[src/rtl/ipic_lite_cmd_queue.sv]
// rtl/ipic_lite_cmd_queue.sv - Tagged command FIFO and sequencer for the IPIC lite single-beat master
// Read-modify-write (op 2) is built only when IPIC_CMDQ_RMW_EN is defined.
module ipic_lite_cmd_queue #(
  parameter int C_M_AXI_ADDR_WIDTH  = 32,
  parameter int C_NATIVE_DATA_WIDTH = 32,
  parameter int C_TAG_WIDTH         = 4,
  parameter int C_CMD_DEPTH         = 4,
  parameter int C_TIMEOUT_CYCLES    = 1024
) (
  input  logic                           clk,
  input  logic                           reset,
  input  logic                           cmd_valid,
  output logic                           cmd_ready,
  input  logic [1:0]                     cmd_op,
  input  logic [C_M_AXI_ADDR_WIDTH-1:0]  cmd_addr,
  input  logic [C_NATIVE_DATA_WIDTH-1:0] cmd_data,
  input  logic [C_NATIVE_DATA_WIDTH-1:0] cmd_mask,
  input  logic [C_TAG_WIDTH-1:0]         cmd_tag,
  output logic                           rsp_valid,
  input  logic                           rsp_ready,
  output logic [C_NATIVE_DATA_WIDTH-1:0] rsp_data,
  output logic [C_TAG_WIDTH-1:0]         rsp_tag,
  output logic                           rsp_err,
  output logic [2:0]                     ipic_type,
  output logic                           ipic_start,
  input  logic                           ipic_done,
  output logic [C_M_AXI_ADDR_WIDTH-1:0]  read_addr,
  output logic [C_M_AXI_ADDR_WIDTH-1:0]  write_addr,
  output logic [C_NATIVE_DATA_WIDTH-1:0] write_data,
  input  logic [C_NATIVE_DATA_WIDTH-1:0] single_read_data,
  output logic                           halted
);
  localparam int PW  = $clog2(C_CMD_DEPTH);
  localparam int WDW = $clog2(C_TIMEOUT_CYCLES + 1);
  localparam logic [WDW-1:0] WD_LAST = WDW'(C_TIMEOUT_CYCLES - 1);

  localparam logic [2:0] S_IDLE  = 3'd0;
  localparam logic [2:0] S_ISSUE = 3'd1;
  localparam logic [2:0] S_WAIT  = 3'd2;
  localparam logic [2:0] S_RESP  = 3'd5;
  localparam logic [2:0] S_GAP   = 3'd6;
  localparam logic [2:0] S_HALT  = 3'd7;
  localparam logic [1:0] OP_RD   = 2'd0;
  localparam logic [1:0] OP_WR   = 2'd1;
`ifdef IPIC_CMDQ_RMW_EN
  localparam logic [2:0] S_RMW_ISSUE_WR = 3'd3;
  localparam logic [2:0] S_RMW_WAIT     = 3'd4;
  localparam logic [1:0] OP_RMW         = 2'd2;
`endif

  logic [1:0]                     q_op   [C_CMD_DEPTH];
  logic [C_M_AXI_ADDR_WIDTH-1:0]  q_addr [C_CMD_DEPTH];
  logic [C_NATIVE_DATA_WIDTH-1:0] q_data [C_CMD_DEPTH];
  logic [C_TAG_WIDTH-1:0]         q_tag  [C_CMD_DEPTH];
`ifdef IPIC_CMDQ_RMW_EN
  logic [C_NATIVE_DATA_WIDTH-1:0] q_mask [C_CMD_DEPTH];
  logic [C_NATIVE_DATA_WIDTH-1:0] w_mask;
`else
  logic unused_mask;
  assign unused_mask = ^cmd_mask;
`endif

  logic [2:0]                     state;
  logic [PW:0]                    wr_ptr, rd_ptr, wr_nxt, rd_nxt;
  logic [PW-1:0]                  wr_idx, rd_idx;
  logic                           push, pop, empty, full_nxt, go_halt, op_legal, to_halt;
  logic [1:0]                     head_op, w_op;
  logic [C_M_AXI_ADDR_WIDTH-1:0]  w_addr;
  logic [C_NATIVE_DATA_WIDTH-1:0] w_data;
  logic [WDW-1:0]                 wd_cnt;

  // Extra pointer bit separates full from empty when the indices wrap.
  assign wr_idx   = wr_ptr[PW-1:0];
  assign rd_idx   = rd_ptr[PW-1:0];
  assign empty    = (wr_ptr == rd_ptr);
  assign push     = cmd_valid & cmd_ready;
  assign pop      = (state == S_IDLE) & ~empty;
  assign wr_nxt   = wr_ptr + {{PW{1'b0}}, push};
  assign rd_nxt   = rd_ptr + {{PW{1'b0}}, pop};
  assign full_nxt = (wr_nxt[PW] != rd_nxt[PW]) && (wr_nxt[PW-1:0] == rd_nxt[PW-1:0]);
  assign go_halt  = (state == S_RESP) & rsp_ready & to_halt;
  assign head_op  = q_op[rd_idx];
`ifdef IPIC_CMDQ_RMW_EN
  assign op_legal = (head_op != 2'd3);
`else
  assign op_legal = (head_op == OP_RD) || (head_op == OP_WR);
`endif

  always_ff @(posedge clk) begin
    if (push) begin
      q_op[wr_idx]   <= cmd_op;
      q_addr[wr_idx] <= cmd_addr;
      q_data[wr_idx] <= cmd_data;
      q_tag[wr_idx]  <= cmd_tag;
`ifdef IPIC_CMDQ_RMW_EN
      q_mask[wr_idx] <= cmd_mask;
`endif
    end
  end

  always_ff @(posedge clk) begin
    if (reset) begin
      state      <= S_IDLE;
      wr_ptr     <= '0;
      rd_ptr     <= '0;
      cmd_ready  <= 1'b0;
      rsp_valid  <= 1'b0;
      rsp_data   <= '0;
      rsp_tag    <= '0;
      rsp_err    <= 1'b0;
      ipic_type  <= 3'd0;
      ipic_start <= 1'b0;
      read_addr  <= '0;
      write_addr <= '0;
      write_data <= '0;
      halted     <= 1'b0;
      to_halt    <= 1'b0;
      wd_cnt     <= '0;
      w_op       <= 2'd0;
      w_addr     <= '0;
      w_data     <= '0;
`ifdef IPIC_CMDQ_RMW_EN
      w_mask     <= '0;
`endif
    end else begin
      wr_ptr     <= wr_nxt;
      rd_ptr     <= rd_nxt;
      cmd_ready  <= ~full_nxt & ~(halted | go_halt);
      ipic_start <= 1'b0;
      case (state)
        S_IDLE: if (pop) begin
          w_op     <= head_op;
          w_addr   <= q_addr[rd_idx];
          w_data   <= q_data[rd_idx];
`ifdef IPIC_CMDQ_RMW_EN
          w_mask   <= q_mask[rd_idx];
`endif
          rsp_tag  <= q_tag[rd_idx];
          rsp_data <= '0;
          rsp_err  <= ~op_legal;
          if (op_legal) state <= S_ISSUE;
          else begin
            rsp_valid <= 1'b1;
            state     <= S_RESP;
          end
        end
        S_ISSUE: begin
          ipic_start <= 1'b1;
          ipic_type  <= (w_op == OP_WR) ? 3'd3 : 3'd2;
          read_addr  <= w_addr;
          write_addr <= w_addr;
          write_data <= w_data;
          wd_cnt     <= '0;
          state      <= S_WAIT;
        end
`ifdef IPIC_CMDQ_RMW_EN
        S_RMW_ISSUE_WR: begin
          ipic_start <= 1'b1;
          ipic_type  <= 3'd3;
          write_data <= (rsp_data & ~w_mask) | (w_data & w_mask);
          wd_cnt     <= '0;
          state      <= S_RMW_WAIT;
        end
        S_WAIT, S_RMW_WAIT: begin
`else
        S_WAIT: begin
`endif
          if (ipic_done) begin
`ifdef IPIC_CMDQ_RMW_EN
            // The RMW write phase must not overwrite the pre-modify read value.
            if (state == S_WAIT && w_op != OP_WR) rsp_data <= single_read_data;
            if (state == S_WAIT && w_op == OP_RMW) state <= S_RMW_ISSUE_WR;
            else begin
              rsp_valid <= 1'b1;
              state     <= S_RESP;
            end
`else
            if (w_op != OP_WR) rsp_data <= single_read_data;
            rsp_valid <= 1'b1;
            state     <= S_RESP;
`endif
          end else if (wd_cnt == WD_LAST) begin
            rsp_data  <= '0;
            rsp_err   <= 1'b1;
            rsp_valid <= 1'b1;
            to_halt   <= 1'b1;
            state     <= S_RESP;
          end else begin
            wd_cnt <= wd_cnt + WDW'(1);
          end
        end
        S_RESP: if (rsp_ready) begin
          rsp_valid <= 1'b0;
          halted    <= to_halt;
          state     <= to_halt ? S_HALT : S_GAP;
        end
        S_GAP:   state <= S_IDLE;
        S_HALT:  state <= S_HALT;
        default: state <= S_IDLE;
      endcase
    end
  end
endmodule

[config.mk]
export PLATFORM = sky130hd
export DESIGN_NAME = ipic_lite_cmd_queue
export DESIGN_NICKNAME = d
export VERILOG_FILES = /design/src/rtl/ipic_lite_cmd_queue.sv
export SDC_FILE = /design/constraint.sdc
export NUM_CORES = 1
export LEC_CHECK = 0
export BUFFER_PORTS_ARGS = -buffer_cell sky130_fd_sc_hd__clkbuf_2
export CAP_MARGIN = 20
export CELL_PAD_IN_SITES_DETAIL_PLACEMENT = 1
export CELL_PAD_IN_SITES_GLOBAL_PLACEMENT = 1
export CORE_MARGIN = 5
export CORE_UTILIZATION = 46
export CTS_CLUSTER_DIAMETER = 150
export CTS_CLUSTER_SIZE = 25
export DETAILED_ROUTE_END_ITERATION = 7
export MAX_ROUTING_LAYER = met4
export PLACE_DENSITY_LB_ADDON = 0.1
export SYNTH_ARGS = -nofsm -noshare
export SYNTH_HDL_FRONTEND = slang
export SYNTH_SLANG_ARGS = --single-unit
[constraint.sdc]
create_clock -name clk -period 10.2 [get_ports clk]
set_input_delay 2.04 -clock clk [delete_from_list [all_inputs] [get_ports clk]]
set_output_delay 2.04 -clock clk [all_outputs]
set_load 0.05 [all_outputs]
==> metrics.txt, run 1 <==
status=completed; crit path from=reset; Worst-Margin Slew=roughly 1.1 ns; RSZ-0062 raised after global routing=no; WP data arrival=a little over 4 ns; area of the multi-input gates=4760 sq um; Final period util=35.92%; final core occ=52.28%; Tot Pwr=~0.0043 W; sequential area share after synthesis=a little over two thirds; Fin Setup TNS=0 ns; Final Skew=0.01564 ns; MaxCap Viol Count=0; clock latency on the worst-skew pair=0.55 ns; H-tree depth=1; asr flop ratio synth=0%; Post-CTS Setup Inserts=0; Primary FF master, synth=edfxtp_1; CORE AREA=37,840 sq um; Setup CP Type=in -> reg; clock net sink count=around 470; initial drt markers=just under 600; hpwl dp=~24 mm; # fillers=3,884; DRC viols=0; number of synthesized flops with an enable pin=280; FF/Latch Area=12,300 sq um; first-pass GRT wire length=62.00 mm; row count=71; Nets=1,598; max frequency=0.2729 GHz; Antenna Nets Post-Route=0; pwr/cell area=216.4 nW/um^2; Yosys top cell area share=47.53%; endpoints failing setup=0; die height=206.1 um; Synth area leader=edfxtp_1; Slew Limit Fails=0; static leakage=between 6 and 7 nW; Vias/cell=around 5.2; crit path time final=3.664 ns; die width=206.1 um; synth unique cells=between 50 and 60; routability cong.=between 0.7 and 0.8; CTS tree=yes; Die ar.=42,480 sq um; drt first pass iters=6; Via Count=a little over 10,000; maximum number of pins on one net before global-route repair=slightly above 100; Total GRT Usage=19.17%; Post-Syn Nets=1,424; Final Hold Viols=0; post-CTS sizing=0; Startpoint Class=input port; Synth warnings=0; IO Pins=about 280; GRT overflow=0; number of global-route vias before repair=around 11,000; synthesis-stage register bit count=approximately 470; Hold Buf Count CTS=0; initial antenna violation count=4; worst endpoint required time=10.60 ns; share of cells above drive strength 1=25.31%; Netlist Area Pre-Place=17,690 sq um; cts bufs inserted=22; r2r startpoint=wd_cnt[0]$_SDFFE_PP0P_; clk root buf=clkbuf_16; hold_sp=w_data[30]$_SDFFE_PP0P_; Worst slew margin=between 20% and 30%; syn avg cell area=around 14 sq um; Routed WL per cell=20.04 um; Critical Path End Type=flip-flop; ranking of synthesized cells by area=edfxtp_1, dfxtp_1, mux4_2; Routed WL=39.80 mm; clk slew on worst S/H paths=0.10 ns; Worst Hold Class=reg -> reg; Cells after Synth=1,280; maximum vdd drop=0.1322 mV; port buffer count=245; Initial Utilization=between 40 and 50%; clk buf depth=3; Critical Path Fanout Max=102; synthesis-to-layout area growth=11.84%
[final cells by class]
cell class,instances,share of cell area (%)
flip-flops and latches,474,62.17
multi-input cells,688,24.06
repair buffers,261,7.039
well taps,511,3.232
clock buffers,39,3.213
inverters,7,0.1391
clock inverters,1,0.08854
diodes,5,0.06324
[Yosys cell counts, types with 3 or more instances]
library cell and number:
nor3b_1 5, nor2_1 12, or4_1 5, inv_1 6, buf_12 3, nand3_1 9, a21oi_1 145, mux4_2 70
mux2i_1 33, nor3_1 4, ha_1 5, buf_4 34, nor2b_1 6, clkbuf_1 48, nand2b_1 35, buf_1 5
buf_2 18, nand2_1 308, o21ai_0 6, xor2_1 5, edfxtp_1 280, xnor2_1 6, buf_6 3, o31ai_1 5
dfxtp_1 194, or3_1 4
[critical path, cell delays in order]
cell and delay (ns):
buf_6 0.55, buf_4 0.90, a41oi_1 0.16, o2111ai_1 0.22, o21ai_0 0.12
[final timing paths]
| path | to | slack (ns) | depth (start not counted) |
|---|---|---|---|
| min reg2reg | write_data[30]$_SDFFE_PP0N_ | 0.45 | 2 |
| max | state[2]$_SDFFE_PP0P_ | 6.54 | 5 |
| max reg2reg | rsp_data[17]$_SDFFE_PP0P_ | 6.93 | 5 |
| min | write_data[30]$_SDFFE_PP0N_ | 0.45 | 2 |
[where the power goes]
part | switching, W | internal (W) | leakage, nW
registers | 0.000104 | 0.00218 | 4.12
clock network | 0.000565 | 0.000441 | 0.315
logic | 0.000669 | 0.000324 | 2.36
total | 0.00134 | 0.00294 | 6.79
[layer usage]
metal  up-vias  global-route usage [%]  part of all wire, %
li1       4901                       -                    -
met1      5231                   24.52                   44
met2       172                   33.16                   51
met3        30                   3.389                  4.9
met4         0                   2.685                  1.1
met5         -                       -                    0
[registers in the layout, indices dropped and copies added (netlist names)]
name,flops
cmd_ready,1
halted,1
ipic_start,1
ipic_type,2
q_addr,128
q_data,128
q_op,8
q_tag,16
rd_ptr,3
rsp_data,32
rsp_err,1
rsp_tag,4
rsp_valid,1
state,3
to_halt,1
w_addr,32
w_data,32
w_op,2
wd_cnt,11
wr_ptr,3
write_addr,32
write_data,32
[stage by stage]
step	area (sq um)	worst slack (ns)	cells	hold slack, ns
finish	19780	6.536	1986	0.4525
global route	19780	6.305	1985	0.4772
CTS	19740	6.512	1980	0.4558
detailed placement	19090	5.918	1940	0.4450
global placement	19060	5.950	1939	0.4363
floorplan	17690	2.293	1280	0.4318
[cells in the final DEF, fill, tap and decap left out, types with 2 or more instances in the layout]
cell       instances
xnor2_1            6
mux2i_1           33
dfxtp_4            2
buf_4             14
nor2b_1            6
diode_2            5
o31ai_1            5
inv_1              6
or4_1              5
clkbuf_1          16
buf_16             2
nor3_1             3
clkbuf_2         244
or2_2              2
clkbuf_16         23
nand3_1            9
a21oi_1          145
edfxtp_1         280
o21ai_0            6
or3_1              4
nand2_1          308
nor3b_2            3
dfxtp_1          192
mux4_2            70
nor2_1            12
nand2b_1          35
xor2_1             5
nor3b_1            2
ha_1               5
[logic make-up (layout without fill, tap and decap cells)]
kind of cell    count (synthesis)  count (layout)  synth area share [%]
flops                         474             474                 69.49
other cells                     1               6               0.02120
buf+inv                       118             308                 3.756
mux                           103             103                 10.78
compound gates                168             168                 5.248
fa+ha+maj                       5               5                0.3537
xor+xnor                       11              11                0.5446
simple gates                  400             400                 9.811
Power figures use the tool's default switching activity.
==> inputs of run 2 (changes only) <==
==> constraint.sdc (replaced) <==
create_clock -name clk -period 3.7 [get_ports clk]
set_input_delay 0.74 -clock clk [delete_from_list [all_inputs] [get_ports clk]]
set_output_delay 0.74 -clock clk [all_outputs]
set_load 0.05 [all_outputs]
==> metrics.txt, run 2 (synthesis results as in run 1) <==
status=completed (unchanged); Post-CTS Setup Inserts=0 (unchanged); switching share of power=31.55% (was 31.26%); max frequency=approximately 0.41 GHz; Final WS setup=1.250 ns (was 6.536 ns); post-CTS sizing=0 (unchanged); routability cong.=0.7355 (was 0.7434); CORE AREA=37,840 sq um (unchanged); endpoints failing setup=0 (unchanged); commonest cells after routing, fill and taps aside=nand2_1, edfxtp_1, clkbuf_2, dfxtp_1, a21oi_1 (unchanged); Worst slew margin=34.04% (was 28.88%); IO Pins=279 (unchanged); commonest non-fill, non-tap cell in the layout=nand2_1 (unchanged); Startpoint Class=flip-flop (was input port); Critical Path Fanout Max=7 (was 102); clk slew on worst S/H paths=0.11 ns (was 0.10 ns); port buffer count=245 (unchanged); DRC viols=0 (unchanged); Routed WL per cell=20.68 um (was 20.04 um); worst setup path endpoint=cmd_ready$_SDFF_PP0_ (was state[2]$_SDFFE_PP0P_); H-tree depth=1 (unchanged); Internal=0.008118 W (was 0.002943 W); Fin Setup TNS=0 ns (unchanged); CTS tree=yes (unchanged); Logic pwr share=23.6% (was 23.2%); Critical Path End Type=flip-flop (unchanged); Antenna Nets Post-Route=0 (unchanged); worst endpoint required time=4.11 ns (was 10.60 ns); crit path from=wr_ptr[0]$_SDFF_PP0_ (was reset); clock power share=23.7% (was 23.5%); Switch Pwr=0.003742 W (was 0.001338 W); reg2reg setup slack=1.25 ns (was 6.93 ns); Slew Limit Fails=0 (unchanged); Initial Utilization=46.74% (unchanged); clk root buf=clkbuf_16 (unchanged); Vias/cell=5.257 (was 5.203); hpwl dp=24.96 mm (was 23.83 mm); initial drt markers=480 (was 596); clock latency on the worst-skew pair=0.55 ns (about the same); row count=71 (unchanged); maximum vdd drop=0.4807 mV (was 0.1322 mV); share of cells above drive strength 1=25.71% (was 25.31%); Final period util=66.22%; cts bufs inserted=22 (unchanged); die width=206.1 um (unchanged); largest stage delay on the critical path=0.58 ns (was 0.90 ns); pwr/cell area=597.7 nW/um^2 (was 216.4 nW/um^2); maximum number of pins on one net before global-route repair=72 (was 103); Worst-Margin Slew=0.9894 ns (was 1.067 ns); RR Endpoint=cmd_ready$_SDFF_PP0_ (was rsp_data[17]$_SDFFE_PP0P_); Die ar.=42,480 sq um (unchanged); clock net sink count=474 (unchanged); Nets=1,606 (was 1,598); synthesis-to-layout area growth=12.18% (was 11.84%); MaxCap Viol Count=0 (unchanged); # fillers=3,884 (unchanged); static leakage=6.822 nW (was 6.788 nW); crit path time final=approximately 2.5 ns; CP Cell Sequence=xor2_1, o31ai_4, inv_2, ha_1, ha_1, xnor2_1, xnor2_1, nor3_1, a2111oi_0 (was buf_6, buf_4, a41oi_1, o2111ai_1, o21ai_0); Total GRT Usage=19.74% (was 19.17%); Hold Buf Count CTS=0 (unchanged); WP data arrival=2.86 ns (was 4.07 ns); RSZ-0062 raised after global routing=no (unchanged); clk buf depth=3 (unchanged); die height=206.1 um (unchanged); r2r worst-path depth=9 (was 5); r2r startpoint=wr_ptr[0]$_SDFF_PP0_ (was wd_cnt[0]$_SDFFE_PP0P_); Final Skew=0.01723 ns (was 0.01564 ns); final core occ=52.44% (was 52.28%); Via Count=10,478 (was 10,334); Setup CP Type=reg -> reg (was in -> reg); CP max-delay cell=dfxtp_1 (was buf_4); drt first pass iters=4 (was 6); Largest regs=q_addr: 128 flops, q_data: 128 flops (unchanged); number of global-route vias before repair=11,104 (was 10,828); initial antenna violation count=4 (unchanged); Worst Hold Class=in -> reg (was reg -> reg); sequential share of power=52.8% (was 53.3%); first-pass GRT wire length=63.93 mm (was 62.00 mm); Tot Pwr=0.01186 W (was 0.004281 W); Setup WS pre-CTS=1.119 ns (was 5.918 ns); Routed WL=41.22 mm (was 39.80 mm); Final Hold Viols=0 (unchanged); GRT overflow=0 (unchanged)
## run 2: per-stage QoR
stage / instances / hold WS (ns) / cell area (sq um)
6_report: 1993 / 0.4073 / 19840
5_1_grt: 1993 / 0.3842 / 19840
4_1_cts: 1989 / 0.3852 / 19830
3_5_place_dp: 1949 / 0.4452 / 19180
3_3_place_gp: 1949 / 0.4387 / 19180
2_1_floorplan: 1280 / 0.4318 / 17720
## run 2: worst min-delay path by stage
stage,start,end,slack [ns],cells after the start
3_3_place_gp,w_addr[0]$_SDFFE_PP0P_,write_addr[0]$_SDFFE_PP0N_,0.44,2
2_1_floorplan,w_op[0]$_SDFFE_PP0P_,w_op[0]$_SDFFE_PP0P_,0.43,2
5_1_grt,cmd_addr[1],q_addr[3][1]$_DFFE_PP_,0.38,1
4_1_cts,cmd_addr[8],q_addr[1][8]$_DFFE_PP_,0.39,1
6_report,cmd_addr[0],q_addr[1][0]$_DFFE_PP_,0.41,1
3_5_place_dp,w_addr[0]$_SDFFE_PP0P_,write_addr[0]$_SDFFE_PP0N_,0.45,2
## run 2: power by group through the flow
stage	sequential [W]	clock, W	combinational (W)
2_1_floorplan	0.00661	0	0.00191
4_1_cts	0.00626	0.00290	0.00286
6_report	0.00626	0.00281	0.00280
3_5_place_dp	0.00638	0	0.00286
5_1_grt	0.00631	0.00311	0.00307
3_3_place_gp	0.00636	0	0.00282
## run 2: per-layer routing
metal	track usage [%]	vias up	routed length (um)
li1	-	4909	-
met2	33.93	223	20470
met5	-	-	0
met3	3.044	33	2261
met4	2.424	0	374
met1	25.89	5313	18110
## run 2: cell type report
type / instances / area [sq um] / share of cell area [%]
diodes: 4 / 10.01 / 0.05044
repair buffers: 269 / 1438 / 7.245
inverters: 7 / 26.28 / 0.1324
clock inverters: 1 / 17.52 / 0.08827
multi-input cells: 688 / 4778 / 24.08
flip-flops and latches: 474 / 12300 / 61.98
clock buffers: 39 / 635.6 / 3.203
well taps: 511 / 639.4 / 3.222
## run 2: worst max-delay path: cells and delay by family (launching register included)
| family | cells | cell delay [ns] |
|---|---|---|
| AO/OA/AOI/OAI | 2 | 0.43 |
| XOR/XNOR | 3 | 0.47 |
| flip-flops | 1 | 0.58 |
| buffers and inverters | 1 | 0.06 |
| adder cells (fa/ha/maj) | 2 | 0.36 |
| AND/OR/NAND/NOR | 1 | 0.41 |
==> inputs of run 3 (changes only) <==
==> constraint.sdc (replaced) <==
create_clock -name clk -period 2.4 [get_ports clk]
set_input_delay 0.48 -clock clk [delete_from_list [all_inputs] [get_ports clk]]
set_output_delay 0.48 -clock clk [all_outputs]
set_load 0.05 [all_outputs]
==> metrics.txt, run 3 (synthesis results as in run 1) <==
GRT overflow=0 (unchanged); clk buf depth=3 (unchanged); Final Hold Viols=0 (unchanged); die height=206.1 um (unchanged); crit path time final=2.224 ns (was 2.450 ns); initial drt markers=522 (was 480); drt first pass iters=6 (was 4); Worst slew margin=31.71% (was 34.04%); Fin Setup TNS=0 ns (unchanged); Worst Hold Class=in -> reg (unchanged); Nets=1,618 (was 1,606); Antenna Nets Post-Route=0 (unchanged); placed insts=1,961 (was 1,949); max frequency=0.4497 GHz (was 0.4081 GHz); worst endpoint required time=2.83 ns (was 4.11 ns); RR Endpoint=cmd_ready$_SDFF_PP0_ (unchanged); MaxCap Viol Count=0 (unchanged); Worst-Margin Slew=1.024 ns (was 0.9894 ns); r2r worst-path depth=9 (unchanged); Startpoint Class=flip-flop (unchanged); Slew Limit Fails=0 (unchanged); Hold Path Cell Cnt=1 (unchanged); die width=206.1 um (unchanged); commonest non-fill, non-tap cell in the layout=nand2_1 (unchanged); Setup CP Type=reg -> reg (unchanged); static leakage=6.915 nW (was 6.822 nW); routability cong.=0.7496 (was 0.7355); initial antenna violation count=4 (unchanged); pwr/cell area=918.4 nW/um^2 (was 597.7 nW/um^2); share of cells above drive strength 1=26.64% (was 25.71%); maximum number of pins on one net before global-route repair=88 (was 72); WP data arrival=2.65 ns (was 2.86 ns); clk root buf=clkbuf_16 (unchanged); Routed WL per cell=20.38 um (was 20.68 um); maximum vdd drop=0.5903 mV (was 0.4807 mV); DRC viols=0 (unchanged); Min Hold Slack=0.1436 ns (was 0.4073 ns); r2r startpoint=rd_ptr[2]$_SDFF_PP0_ (was wr_ptr[0]$_SDFF_PP0_); CP Cell Sequence=xor2_1, o31ai_4, clkinv_2, ha_1, ha_2, xnor2_2, xnor2_1, nor3_1, a2111oi_0 (was xor2_1, o31ai_4, inv_2, ha_1, ha_1, xnor2_1, xnor2_1, nor3_1, a2111oi_0); Worst Path Buf+Inv=1 (unchanged); Routed WL=40.89 mm (was 41.22 mm); Total GRT Usage=19.65% (was 19.74%); hold_sp=cmd_addr[10] (was cmd_addr[0]); Final WS setup=0.1761 ns (was 1.250 ns); IO Pins=279 (unchanged); status=completed (unchanged); CP top delay family=compound AO/OA/AOI/OAI gates (was flip-flops); row count=71 (unchanged); synthesis-to-layout area growth=13.67% (was 12.18%); cts bufs inserted=22 (unchanged); commonest cells after routing, fill and taps aside=nand2_1, edfxtp_1, clkbuf_2, dfxtp_1, a21oi_1 (unchanged); Post-CTS Setup Inserts=0 (unchanged); Largest regs=q_addr: 128 flops, q_data: 128 flops (unchanged); first-pass GRT wire length=64.01 mm (was 63.93 mm); largest stage delay on the critical path=0.44 ns (was 0.58 ns); port buffer count=245 (unchanged); Critical Path End Type=flip-flop (unchanged); clock latency on the worst-skew pair=0.55 ns (about the same); Setup WS pre-CTS=0.1912 ns (was 1.119 ns); Final Skew=0.01767 ns (was 0.01723 ns); Vias/cell=5.220 (was 5.257); clk slew on worst S/H paths=0.11 ns (about the same); WHS Endpoint=q_addr[1][10]$_DFFE_PP_ (was q_addr[1][0]$_DFFE_PP_); CP max-delay cell=dfxtp_1 (unchanged); reg2reg setup slack=0.18 ns (was 1.25 ns); final core occ=53.13% (was 52.44%); post-CTS sizing=0 (unchanged); hpwl dp=24.97 mm (was 24.96 mm); Hold Buf Count CTS=0 (unchanged); Die ar.=42,480 sq um (unchanged); Critical Path Fanout Max=3 (was 7); Cell Count, Final, Fillers Out=2,006 (was 1,993); clock net sink count=474 (unchanged); RSZ-0062 raised after global routing=no (unchanged); H-tree depth=1 (unchanged); Via Count=10,472 (was 10,478); endpoints failing setup=0 (unchanged); CTS tree=yes (unchanged); CORE AREA=37,840 sq um (unchanged); Initial Utilization=46.74% (unchanged); Final period util=92.66% (was 66.22%); number of global-route vias before repair=11,164 (was 11,104)
run 3: changes by cell type in the layout (fill, tap and decap cells not counted), sizes merged:
cell    change
buf        +12
bufinv      -1
clkbuf      +1
clkinv      +1
diode       +1
inv         -1
run 3: area by class of cell:
cell class / count / area (sq um)
fillers: 3877 / 17740
flip-flops and latches: 474 / 12310
multi-input cells: 688 / 4805
repair buffers: 281 / 1678
clock buffers: 40 / 639.4
well taps: 511 / 639.4
inverters: 7 / 27.53
diodes: 5 / 12.51
run 3: worst register-to-register path, delay by kind of cell, from the launching register on:
family | cells | cell delay [ns]
AND/OR/NAND/NOR | 1 | 0.10
AO/OA/AOI/OAI | 2 | 0.62
buffers and inverters | 1 | 0.10
XOR/XNOR | 3 | 0.47
adder cells (fa/ha/maj) | 2 | 0.37
flip-flops | 1 | 0.44
run 3: metal layers:
metal	vias up	share of wire [%]	track usage (%)
met4	0	1.7	3.398
met1	5308	43	25.13
met3	38	4.8	3.170
li1	4938	-	-
met5	-	0	-
met2	188	50	33.89
run 3: worst max path at each step:
stage,endpoint,from,cells after the start
detailed placement,cmd_ready$_SDFF_PP0_,rd_ptr[2]$_SDFF_PP0_,9
floorplan,q_addr[2][0]$_DFFE_PP_,cmd_ready$_SDFF_PP0_,2
global placement,cmd_ready$_SDFF_PP0_,rd_ptr[2]$_SDFF_PP0_,9
finish,cmd_ready$_SDFF_PP0_,rd_ptr[2]$_SDFF_PP0_,9
CTS,cmd_ready$_SDFF_PP0_,rd_ptr[2]$_SDFF_PP0_,9
global route,w_data[9]$_SDFFE_PP0P_,state[2]$_SDFFE_PP0P_,6
run 3: power by group:
group / internal [W] / total [W] / switching [W]
clock: 0.00182 / 0.00428 / 0.00245
combinational: 0.00158 / 0.00461 / 0.00303
sequential: 0.00926 / 0.00958 / 0.000326
total: 0.0127 / 0.0185 / 0.00581
run 3: through the flow:
step | instance area (sq um) | total power, W
final | 20110 | 0.01847
after global routing | 20100 | 0.01943
after CTS | 20090 | 0.01876
after detailed placement | 19450 | 0.01448
after global placement | 19450 | 0.01437
after floorplan | 17770 | 0.01316
